--- src/rtl/crypto_seq_pkg.sv ---
// Shared types and constants for the crypto operation sequencer.
// Holds the state encoding, default widths and the jitter LFSR feedback polynomial.
package crypto_seq_pkg;

    localparam int DEF_KEY_W  = 128;
    localparam int DEF_TEXT_W = 128;
    localparam int DEF_CNT_W  = 16;

    // Right-shifting Galois form of x^16 + x^14 + x^13 + x^11 + 1
    localparam logic [15:0] LFSR_TAPS = 16'hB400;

    typedef enum logic [2:0] {
        S_IDLE     = 3'd0,
        S_WAIT_RDY = 3'd1,
        S_DELAY    = 3'd2,
        S_START    = 3'd3,
        S_RUN      = 3'd4,
        S_CAPTURE  = 3'd5
    } seq_state_t;

    function automatic logic [15:0] lfsr_next(input logic [15:0] cur);
        return {1'b0, cur[15:1]} ^ (cur[0] ? LFSR_TAPS : 16'h0000);
    endfunction

endpackage

--- src/rtl/crypto_sequencer_lfsr.sv ---
// seq_lfsr: 16-bit Galois LFSR, loads SEED on reset and advances on every enabled cycle.
// Latency: new value visible one cycle after each enabled edge.
// Backpressure: none; en simply freezes the sequence.
module seq_lfsr
    import crypto_seq_pkg::*;
#(
    parameter logic [15:0] SEED  = 16'hACE1,
    parameter int          OUT_W = 4
) (
    input  logic             crypt_clk,
    input  logic             crypt_rst_n,
    input  logic             en,
    output logic [OUT_W-1:0] rnd
);

    logic [15:0] lfsr_q;

    always_ff @(posedge crypt_clk or negedge crypt_rst_n) begin
        if (!crypt_rst_n) begin
            lfsr_q <= SEED;
        end else if (en) begin
            lfsr_q <= lfsr_next(lfsr_q);
        end
    end

    assign rnd = lfsr_q[OUT_W-1:0];

endmodule

--- src/rtl/crypto_sequencer.sv ---
// crypto_sequencer: latches operands on go, starts the core once, qualifies done, captures result and latency.
// Latency: go to core_start 2 cycles with core_ready high; CRYPTO_RAND_DELAY_EN adds 1..16 DELAY cycles of jitter.
// Backpressure: holds in WAIT_RDY until core_ready; go outside IDLE is dropped, optional timeout aborts RUN.
module crypto_sequencer
    import crypto_seq_pkg::*;
#(
    parameter int          KEY_W     = DEF_KEY_W,
    parameter int          TEXT_W    = DEF_TEXT_W,
    parameter int          CNT_W     = DEF_CNT_W,
    parameter logic [15:0] RAND_SEED = 16'hACE1
) (
    input  logic              crypt_clk,
    input  logic              crypt_rst_n,
    input  logic              go,
    input  logic [KEY_W-1:0]  key_in,
    input  logic [TEXT_W-1:0] text_in,
    input  logic [CNT_W-1:0]  timeout_limit,
    output logic [KEY_W-1:0]  core_key,
    output logic [TEXT_W-1:0] core_text,
    output logic              core_start,
    input  logic              core_ready,
    input  logic              core_done,
    input  logic [TEXT_W-1:0] core_cipher,
    output logic [TEXT_W-1:0] cipher_out,
    output logic [CNT_W-1:0]  cycles,
    output logic              busy,
    output logic              done,
    output logic              timeout,
    output logic              trigger
);

    if (RAND_SEED == 16'h0000) begin : g_seed_check
        $error("RAND_SEED must be nonzero");
    end

    seq_state_t       state;
    logic [CNT_W-1:0] counter;
    logic             armed;
    logic             qual_done;
    logic             limit_hit;

`ifdef CRYPTO_RAND_DELAY_EN
    logic [3:0] rnd;
    logic [3:0] delay;

    seq_lfsr #(
        .SEED  (RAND_SEED),
        .OUT_W (4)
    ) u_lfsr (
        .crypt_clk   (crypt_clk),
        .crypt_rst_n (crypt_rst_n),
        .en          (1'b1),
        .rnd         (rnd)
    );
`endif

    // Cores whose done is ~busy sit high before start; done only counts after a low was seen.
    assign qual_done = core_done & armed;
    assign limit_hit = (timeout_limit != '0) && (counter == timeout_limit);

    always_ff @(posedge crypt_clk or negedge crypt_rst_n) begin
        if (!crypt_rst_n) begin
            state      <= S_IDLE;
            counter    <= '0;
            armed      <= 1'b0;
            core_key   <= '0;
            core_text  <= '0;
            core_start <= 1'b0;
            cipher_out <= '0;
            cycles     <= '0;
            busy       <= 1'b0;
            done       <= 1'b0;
            timeout    <= 1'b0;
            trigger    <= 1'b0;
`ifdef CRYPTO_RAND_DELAY_EN
            delay      <= '0;
`endif
        end else begin
            core_start <= 1'b0;
            done       <= 1'b0;
            case (state)
                S_IDLE: begin
                    if (go) begin
                        core_key  <= key_in;
                        core_text <= text_in;
                        timeout   <= 1'b0;
                        counter   <= '0;
                        busy      <= 1'b1;
                        state     <= S_WAIT_RDY;
                    end
                end
                S_WAIT_RDY: begin
                    if (core_ready) begin
`ifdef CRYPTO_RAND_DELAY_EN
                        delay      <= rnd;
                        state      <= S_DELAY;
`else
                        core_start <= 1'b1;
                        trigger    <= 1'b1;
                        state      <= S_START;
`endif
                    end
                end
`ifdef CRYPTO_RAND_DELAY_EN
                S_DELAY: begin
                    if (delay == 4'd0) begin
                        core_start <= 1'b1;
                        trigger    <= 1'b1;
                        state      <= S_START;
                    end else begin
                        delay <= delay - 4'd1;
                    end
                end
`endif
                S_START: begin
                    counter <= CNT_W'(1);
                    armed   <= 1'b0;
                    state   <= S_RUN;
                end
                S_RUN: begin
                    if (!core_done) begin
                        armed <= 1'b1;
                    end
                    // Result, latency and the done pulse all become visible together in CAPTURE.
                    if (qual_done) begin
                        cipher_out <= core_cipher;
                        cycles     <= counter;
                        done       <= 1'b1;
                        trigger    <= 1'b0;
                        state      <= S_CAPTURE;
                    end else if (limit_hit) begin
                        timeout <= 1'b1;
                        busy    <= 1'b0;
                        trigger <= 1'b0;
                        state   <= S_IDLE;
                    end else if (counter != '1) begin
                        counter <= counter + CNT_W'(1);
                    end
                end
                S_CAPTURE: begin
                    busy  <= 1'b0;
                    state <= S_IDLE;
                end
                default: begin
                    state <= S_IDLE;
                end
            endcase
        end
    end

endmodule

--- config.mk ---
export PLATFORM = sky130hd
export DESIGN_NAME = crypto_sequencer
export DESIGN_NICKNAME = d
export VERILOG_FILES = /design/src/rtl/crypto_seq_pkg.sv /design/src/rtl/crypto_sequencer_lfsr.sv /design/src/rtl/crypto_sequencer.sv
export SDC_FILE = /design/constraint.sdc
export NUM_CORES = 1
export LEC_CHECK = 0
export ABC_AREA = 1
export BUFFER_PORTS_ARGS = -buffer_cell sky130_fd_sc_hd__buf_2
export CAP_MARGIN = 20
export CELL_PAD_IN_SITES_DETAIL_PLACEMENT = 2
export CELL_PAD_IN_SITES_GLOBAL_PLACEMENT = 2
export CORE_AREA = 5 5 310 312
export CTS_CLUSTER_SIZE = 25
export DETAILED_ROUTE_END_ITERATION = 6
export DIE_AREA = 0 0 315 317
export PLACE_DENSITY_LB_ADDON = 0.05
export SYNTH_ARGS = -nofsm -noshare
export SYNTH_HDL_FRONTEND = slang
export SYNTH_SLANG_ARGS = --single-unit
--- constraint.sdc ---
create_clock -name crypt_clk -period 1.6 [get_ports crypt_clk]
set_input_delay 0.24 -clock crypt_clk [delete_from_list [all_inputs] [get_ports crypt_clk]]
set_output_delay 0.24 -clock crypt_clk [all_outputs]
set_load 0.1 [all_outputs]
==> flow_metrics.py, run 1 <==
metrics = {
    "grt": {
        "grtUsageMet2_pct": 35.2,
        "grt_overflow_total": 0,
        "use_met3_pct": 5.73,
        "grt_max_degree": 68,
        "grt_util_met1_pct": 20.0,
        "grt.total_usage_pct": 18.9,
        "busiest_layer": "met2",
        "antenna_found_initial": 18,
        "grt_pass1_wl_mm": 141,
        "first_global_vias": 21500,
    },
    "route": {
        "wl_per_cell_um": 22.5,
        "ant_nets": 0,
        "routed_wl_mm": 105,
        "firstDrtPassIters": 4,
        "num_vias": 18800,
        "routed_via_density": 4.05,
        "drc": 0,
        "drtIter0Drc": 557,
    },
    "cts": {
        "cts_buffers": 55,
        "h-tree-depth": 2,
        "cts_num_sinks": 425,
        "clkLatencyLatePin_ps": 630,
        "cts.path.max_buffers": 3,
        "cts_tree": "yes",
        "clk_pin_slew_ps": 60,
        "clockRootBuffer": "clkbuf_16",
    },
    "logic_synthesis": {
        "synthCells": 1977,
        "netlist.area_leader.share_pct": 63.4,
        "ys_async_sr_fraction_pct": 100,
        "syn-num-nets": 2383,
        "synth-warning-count": 0,
        "synth_edf_count": 0,
        "yosys-top-cells-area": "dfrtp_1 (63%), nand2_1 (29%), buf_2 (1.7%)",
        "ys_ff_latch": 425,
        "synth.cells.most_frequent": "nand2_1 (1294), dfrtp_1 (425), buf_2 (56), inv_1 (35), nor2_1 (29)",
        "seq_area_frac_synth_pct": 63.4,
        "ys_types": 26,
        "syn-cell-area_um2": 16800,
        "synth_most_common_cell": "nand2_1",
        "syn-mean-instance-area_um2": 8.48,
        "synth_flop_cell": "dfrtp_1",
        "yosysTopAreaCell": "dfrtp_1",
    },
    "critical_path": {
        "cpMaxStageDelayCell": "dfrtp_2",
        "worst-path-max-fanout": 8,
        "critPathTopFamily": "buffers and inverters",
        "crit_path_max_incr_delay_ps": 450,
        "endpoint_kind": "register",
        "path_buf_inv": 5,
        "critPathArrivalTime_ps": 2230,
        "critical_path_class": "reg -> reg",
        "path_common_cell": "buf_12",
        "worstSetupStartpointType": "register",
        "path_cells": "nor3_2 > buf_4 > nand2_8 > inv_12 > buf_16 > buf_12 > buf_12 > nand2_4 > nand2_2",
        "required_ps": 2160,
    },
    "sta": {
        "fin_crit_sh_pct": 104,
        "hold-worst-slack_ps": 69.6,
        "relSlewSlack_pct": 69.1,
        "fmax_mhz": 599,
        "worstMarginPinSlew_ps": 463,
        "rsz0062_at_grt": "true",
        "period_needed_ps": 1670,
        "finalHoldViolations": 0,
        "finalMaxSlewViolations": 0,
        "setup_viol": 173,
        "setup_ws_ps": -68.9,
        "skew_ps": 15.4,
    },
    "die": {
        "coreArea_um2": 92800,
        "start_util_pct": 18.1,
        "ioPinCount": 810,
        "die_height_um": 317,
        "row_count": 112,
        "die-width_um": 315,
        "die-area_um2": 99900,
    },
    "placement": {
        "place_hpwl_mm": 72.4,
        "gp_congestion": 0.785,
        "port_buffers": 809,
        "numPlacedInstances": 4058,
    },
    "final_layout": {
        "fin_nets": 3755,
        "drive_gt1_share_pct": 40.3,
        "area_delta_synth_final_pct": 100,
        "nFillCells": 10300,
        "layout.cells.non_filler": 4652,
    },
    "run": {
        "drv_cap": 0,
    },
    "outcome": {
        "status": "complete, but fails checks",
        "violations": "negative setup slack",
    },
    "worst_hold_path": {
        "hp-class": "in -> async",
    },
}
-- final timing paths --
path                                start              end  slack [ps]  depth (start not counted)
setup / recovery                 state[0]      core_key[9]         -70                          9
hold / removal                crypt_rst_n  cipher_out[122]          70                          2
setup reg to reg                 state[0]      core_key[9]         -70                          9
hold reg to reg            cipher_out[30]   cipher_out[30]         470                          2
max in group asynchronous     crypt_rst_n     core_key[27]         730                          4
min in group crypt_clk                 go         state[0]         150                          6
-- layout make-up --
type / instances / area, um^2 / area share [%]
Clock buffer: 82 / 1580 / 4.70
Timing Repair Buffer: 1407 / 12900 / 38.5
Antenna cell: 14 / 35.0 / 0.104
Timing Repair inverter: 1 / 16.3 / 0.0484
Sequential cell: 425 / 10600 / 31.7
Clock inverter: 10 / 75.1 / 0.223
Inverter: 44 / 193 / 0.573
Multi-Input combinational cell: 1415 / 6550 / 19.5
Tap cell: 1254 / 1570 / 4.67
-- worst register-to-register path: stages (launching register included) --
cell,delay [ps]
dfrtp_2,450
nor3_2,200
buf_4,170
nand2_8,140
inv_12,120
buf_16,140
buf_12,140
buf_12,140
nand2_4,50
nand2_2,70
-- kinds of logic after synthesis --
| kind of cell | count (synthesis) | synth area share (%) |
|---|---|---|
| AND/OR/NAND/NOR | 1378 | 31.7 |
| flip-flops | 425 | 63.4 |
| buffers and inverters | 138 | 3.62 |
| AO/OA/AOI/OAI | 31 | 0.955 |
| XOR/XNOR | 4 | 0.209 |
| adder cells (fa/ha/maj) | 1 | 0.0746 |
-- registers in the layout, summed over array words and instances (netlist names) --
register    flops
core_start      1
timeout         1
cipher_out    128
core_text     128
state           3
done            1
busy            1
core_key      128
trigger         1
counter        16
cycles         16
armed           1
-- metal layers --
| layer | routed length (um) | part of all wire [%] |
|---|---|---|
| met1 | 38100 | 36 |
| met2 | 55400 | 53 |
| met3 | 7230 | 6.9 |
| met4 | 3970 | 3.8 |
| met5 | 35 | 0.033 |
-- layout by cell type, fill, tap and decap left out, types with 4 or more instances in the layout --
| master | synthesis | layout |
|---|---|---|
| a21oi_1 | 6 | 5 |
| buf_12 | 0 | 43 |
| buf_16 | 0 | 21 |
| buf_2 | 56 | 403 |
| buf_4 | 2 | 310 |
| buf_6 | 0 | 190 |
| buf_8 | 1 | 19 |
| clkbuf_1 | 26 | 19 |
| clkbuf_16 | 0 | 89 |
| clkbuf_8 | 0 | 6 |
| clkinv_2 | 0 | 9 |
| dfrtp_1 | 425 | 418 |
| dfrtp_2 | 0 | 7 |
| diode_2 | 0 | 14 |
| dlygate4sd3_1 | 0 | 387 |
| inv_1 | 35 | 32 |
| inv_2 | 8 | 8 |
| nand2_1 | 1294 | 1067 |
| nand2_2 | 1 | 160 |
| nand2_4 | 0 | 67 |
| nand3_1 | 15 | 12 |
| nand4_1 | 21 | 21 |
| nor2_1 | 29 | 24 |
| nor2_2 | 7 | 6 |
| nor2_4 | 0 | 6 |
| o21ai_0 | 16 | 15 |
| o21ai_1 | 7 | 8 |
| xor2_1 | 4 | 4 |
-- stage by stage --
stage / instance area [um^2] / setup slack (ps) / util, % / TNS (ps)
2_1_floorplan: 16800 / 75.7 / - / 0
3_3_place_gp: 23300 / -141 / 25.1 / -1860
3_5_place_dp: 23300 / -173 / 25.1 / -7540
4_1_cts: 31500 / -122 / 34.0 / -3960
5_1_grt: 33600 / -192 / 36.2 / -30210
6_report: 33600 / -68.9 / 36.2 / -3850
-- repair_timing --
| action | in CTS | in global routing |
|---|---|---|
| gates resized for setup | 645 | 369 |
| hold buffers | 387 | 0 |
| pin swaps | 40 | 105 |
| setup buffers | 34 | 26 |
| gates cloned | 16 | 40 |
| endpoints found under the hold margin | 700 | 0 |
| endpoints found under the setup margin | 664 | 362 |
Power of run 1 is not shown: default switching activity piles up to over one toggle a cycle in this logic, so the estimate is an artifact.
==> inputs of run 2 (changes only) <==
--- a/config.mk
+++ b/config.mk
@@ -15,6 +15,7 @@
 export DETAILED_ROUTE_END_ITERATION = 6
 export DIE_AREA = 0 0 315 317
 export PLACE_DENSITY_LB_ADDON = 0.05
+export RECOVER_POWER = 100
 export SYNTH_ARGS = -nofsm -noshare
 export SYNTH_HDL_FRONTEND = slang
 export SYNTH_SLANG_ARGS = --single-unit
==> flow_metrics.py, run 2 (synthesized netlist as in run 1, its figures left out) <==
metrics = {
    "outcome": {
        "status": "complete, but fails checks",
        "violations": "negative setup slack",
    },
    "final_layout": {
        "reg_top3": "cipher_out: 128 flops, core_key: 128 flops, core_text: 128 flops",
        "nFillCells": 10300,
        "fin_nets": 3755,
        "final_cell_mix": "nand2_1 (1067), dfrtp_1 (420), buf_2 (404), dlygate4sd3_1 (387), buf_4 (301)",
        "post-route-cell-area_um2": 33400,
        "area_delta_synth_final_pct": 99.1,
        "layout_commonest_cell": "nand2_1",
        "drive_gt1_share_pct": 40.1,
        "final_util_pct": 36.0,
    },
    "placement": {
        "gp_congestion": 0.785,
        "placedInstanceArea_um2": 23300,
        "port_buffers": 809,
        "place_hpwl_mm": 72.4,
    },
    "die": {
        "ioPinCount": 810,
        "coreArea_um2": 92800,
        "start_util_pct": 18.1,
        "die-area_um2": 99900,
        "die_height_um": 317,
        "row_count": 112,
        "die-width_um": 315,
    },
    "critical_path": {
        "reg2regPathDepth": 9,
        "critical_path_class": "reg -> reg",
        "worstSetupStartpointType": "register",
        "worst-path-max-fanout": 8,
        "critPathArrivalTime_ps": 2230,
        "endpoint_kind": "register",
        "required_ps": 2160,
    },
    "route": {
        "drc": 0,
        "num_vias": 18900,
        "ant_nets": 0,
        "routed_wl_mm": 105,
        "wl_per_cell_um": 22.5,
        "firstDrtPassIters": 4,
        "routed_via_density": 4.06,
        "drtIter0Drc": 571,
    },
    "sta": {
        "worstMarginPinSlew_ps": 1090,
        "setup_viol": 169,
        "finalMaxSlewViolations": 0,
        "fmax_mhz": 600,
        "period_needed_ps": 1670,
        "skew_ps": 13.5,
        "setup_tns_ps": -3620,
        "finalHoldViolations": 0,
        "fin_crit_sh_pct": 104,
        "setup_ws_ps": -65.9,
        "rsz0062_at_grt": "true",
        "hold-worst-slack_ps": 51.9,
        "relSlewSlack_pct": 27.7,
    },
    "run": {
        "drv_cap": 0,
    },
    "grt": {
        "grt_max_degree": 68,
        "antenna_found_initial": 18,
        "first_global_vias": 21500,
        "grt_pass1_wl_mm": 141,
        "grt_overflow_total": 0,
        "grt.total_usage_pct": 18.9,
    },
    "cts": {
        "cts.path.max_buffers": 3,
        "clk_pin_slew_ps": 60,
        "cts_num_sinks": 425,
        "clockRootBuffer": "clkbuf_16",
        "cts_buffers": 55,
        "clkLatencyLatePin_ps": 630,
        "cts_tree": "yes",
        "h-tree-depth": 2,
    },
    "worst_hold_path": {
        "hp-class": "in -> async",
    },
}
-- run 2: timing repair --
action                     in CTS  in global routing
resized for setup             645                369
hold endpoints to repair      700                  0
hold buffers                  387                  0
setup endpoints to repair     664                362
pin swaps                      40                105
gates cloned                   16                 40
setup buffers                  34                 26
-- run 2: final timing paths --
kind,from,to,slack [ps]
min,crypt_rst_n,cipher_out[122],50
max in group asynchronous,crypt_rst_n,cipher_out[117],130
min in group crypt_clk,go,state[0],150
min reg2reg,cipher_out[30],cipher_out[30],470
max reg2reg,state[0],core_key[9],-70
max,state[0],core_key[9],-70
-- run 2: cell type report --
type,count,area (um^2),area share [%]
inverters,44,193,0.577
flip-flops and latches,425,10600,31.9
repair buffers,1407,12700,38.1
clock buffers,82,1580,4.73
clock inverters,10,75.1,0.225
diodes,13,32.5,0.0974
repair inverters,1,16.3,0.0487
multi-input cells,1415,6550,19.6
well taps,1254,1570,4.70
-- run 2: worst max-delay path, cell delays in order, from the launching register on --
cell and delay [ps]:
dfrtp_2 450, nor3_2 200, buf_4 170, nand2_8 140, inv_12 110, buf_16 130, buf_12 130, buf_12 140
nand2_4 50, nand2_2 70
-- run 2: stage by stage --
| stage | setup WS [ps] | std cells |
|---|---|---|
| 6_report | -65.9 | 4651 |
| 5_1_grt | -192 | 4646 |
| 4_1_cts | -122 | 4587 |
| 3_5_place_dp | -173 | 4058 |
| 3_3_place_gp | -141 | 4058 |
| 2_1_floorplan | 75.7 | 1977 |
-- run 2: layer usage --
| layer | GRT usage, % | vias up | share of wire (%) |
|---|---|---|---|
| li1 | - | 8763 | - |
| met1 | 20.0 | 9431 | 36 |
| met2 | 35.2 | 542 | 53 |
| met3 | 5.73 | 149 | 6.8 |
| met4 | 7.14 | 8 | 3.7 |
| met5 | 0 | - | 0.045 |
Power of run 2 is left out for the same reason.
==> inputs of run 3 (changes only) <==
--- a/config.mk
+++ b/config.mk
@@ -10,10 +10,10 @@
 export CAP_MARGIN = 20
 export CELL_PAD_IN_SITES_DETAIL_PLACEMENT = 2
 export CELL_PAD_IN_SITES_GLOBAL_PLACEMENT = 2
-export CORE_AREA = 5 5 310 312
+export CORE_AREA = 2 2 316 318
 export CTS_CLUSTER_SIZE = 25
 export DETAILED_ROUTE_END_ITERATION = 6
-export DIE_AREA = 0 0 315 317
+export DIE_AREA = 0 0 318 320
 export PLACE_DENSITY_LB_ADDON = 0.05
 export RECOVER_POWER = 100
 export SYNTH_ARGS = -nofsm -noshare
==> flow_metrics.py, run 3 (synthesized netlist as in run 1, its figures left out) <==
metrics = {
    "outcome": {
        "status": "complete, but fails checks",
        "violations": "negative setup slack",
    },
    "cts": {
        "clockRootBuffer": "clkbuf_16",
        "clk_pin_slew_ps": 60,
        "clkLatencyLatePin_ps": 650,
        "cts_num_sinks": 425,
        "cts.path.max_buffers": 3,
        "h-tree-depth": 2,
        "cts_buffers": 57,
        "cts_tree": "yes",
    },
    "die": {
        "die-width_um": 318,
        "die-area_um2": 102000,
        "die_height_um": 320,
        "start_util_pct": 17.1,
        "coreArea_um2": 98000,
        "row_count": 115,
        "ioPinCount": 810,
    },
    "critical_path": {
        "endpoint_kind": "register",
        "r2r_setup_slack_ps": -70,
        "startpoint": "counter[11]",
        "reg2regPathDepth": 11,
        "critPathArrivalTime_ps": 2240,
        "cp-endpoint": "counter[3]",
        "worst-path-max-fanout": 8,
        "r2r_start": "counter[11]",
        "rr_endpoint": "counter[3]",
        "critical_path_class": "reg -> reg",
        "worstSetupStartpointType": "register",
        "required_ps": 2180,
    },
    "placement": {
        "port_buffers": 809,
        "placedInstanceArea_um2": 23400,
        "place_hpwl_mm": 68.9,
        "gp_congestion": 0.775,
        "numPlacedInstances": 4105,
    },
    "route": {
        "routed_via_density": 3.99,
        "ant_nets": 0,
        "drc": 0,
        "routed_wl_mm": 96.0,
        "drtIter0Drc": 599,
        "wl_per_cell_um": 20.6,
        "firstDrtPassIters": 4,
        "num_vias": 18500,
    },
    "worst_hold_path": {
        "hp-class": "in -> reg",
    },
    "sta": {
        "period_needed_ps": 1670,
        "finalMaxSlewViolations": 0,
        "skew_ps": 16.2,
        "worstMarginPinSlew_ps": 996,
        "relSlewSlack_pct": 33.6,
        "setup_viol": 31,
        "fin_crit_sh_pct": 104,
        "rsz0062_at_grt": "true",
        "setup_ws_ps": -68.6,
        "finalHoldViolations": 0,
        "fmax_mhz": 599,
        "hold-worst-slack_ps": 109,
    },
    "final_layout": {
        "final_util_pct": 33.2,
        "final_cell_mix": "nand2_1 (1227), dfrtp_1 (420), buf_2 (403), dlygate4sd3_1 (387), buf_6 (336)",
        "fin_nets": 3711,
        "layout.cells.non_filler": 4649,
        "post-route-cell-area_um2": 32600,
        "reg_top3": "cipher_out: 128 flops, core_key: 128 flops, core_text: 128 flops",
        "area_delta_synth_final_pct": 94.2,
        "drive_gt1_share_pct": 34.8,
        "layout_commonest_cell": "nand2_1",
    },
    "run": {
        "drv_cap": 0,
    },
    "grt": {
        "antenna_found_initial": 16,
        "first_global_vias": 21300,
        "grt_overflow_total": 0,
        "grt_pass1_wl_mm": 140,
        "grt.total_usage_pct": 18.1,
        "grt_max_degree": 63,
    },
}
-- run 3: final cells by class --
type                    count  area, um^2
diodes                      9        22.5
clock buffers              93        1770
clock inverters            14         151
fillers                 10900       65400
inverters                  44         190
multi-input cells        1415        5840
flip-flops and latches    425       10600
well taps                1287        1610
repair buffers           1361       12300
repair inverters            1        8.76
-- run 3: per-layer routing --
metal	track usage, %	up-vias	share of wire (%)	wire length [um]
li1	-	8672	-	-
met1	19.4	9222	37	35800
met2	33.8	497	53	51200
met3	5.47	139	6.3	6080
met4	5.38	12	2.9	2790
met5	0	-	0.076	73
-- run 3: timing repair --
action                     4_1_cts  5_1_grt
hold buffers                   387        0
buffers inserted                15       10
resized for setup              765      156
hold endpoints to repair       673        0
cloned                           4       16
pin swaps                       11       42
setup endpoints to repair      588      276
-- run 3: per-stage QoR --
| stage | TNS, ps | setup WS [ps] |
|---|---|---|
| finish | -918 | -68.6 |
| floorplan | 0 | 75.7 |
| global route | -28200 | -185 |
| CTS | -628 | -52.0 |
| global placement | -2200 | -112 |
| detailed placement | -6260 | -124 |
-- run 3: worst max-delay path: stages (launching register included) --
cell and delay, ps:
dfrtp_1 370, inv_1 70, nand2_1 60, nand2_1 60
nor2_2 140, nand2_2 80, nor2_4 170, nand4_4 150
buf_12 160, nand3_4 180, nand2_1 80, nand2_1 70
-- run 3: how the worst min path moves through the flow --
stage / from / to / slack, ps / cells past startpoint
floorplan: crypt_rst_n / armed / -60 / 0
global placement: crypt_rst_n / cycles[10] / 140 / 1
detailed placement: crypt_rst_n / cycles[10] / 140 / 1
CTS: crypt_rst_n / cycles[10] / 6 / 2
global route: go / core_key[103] / 120 / 5
finish: go / core_key[103] / 110 / 5
Power of run 3 is left out for the same reason.
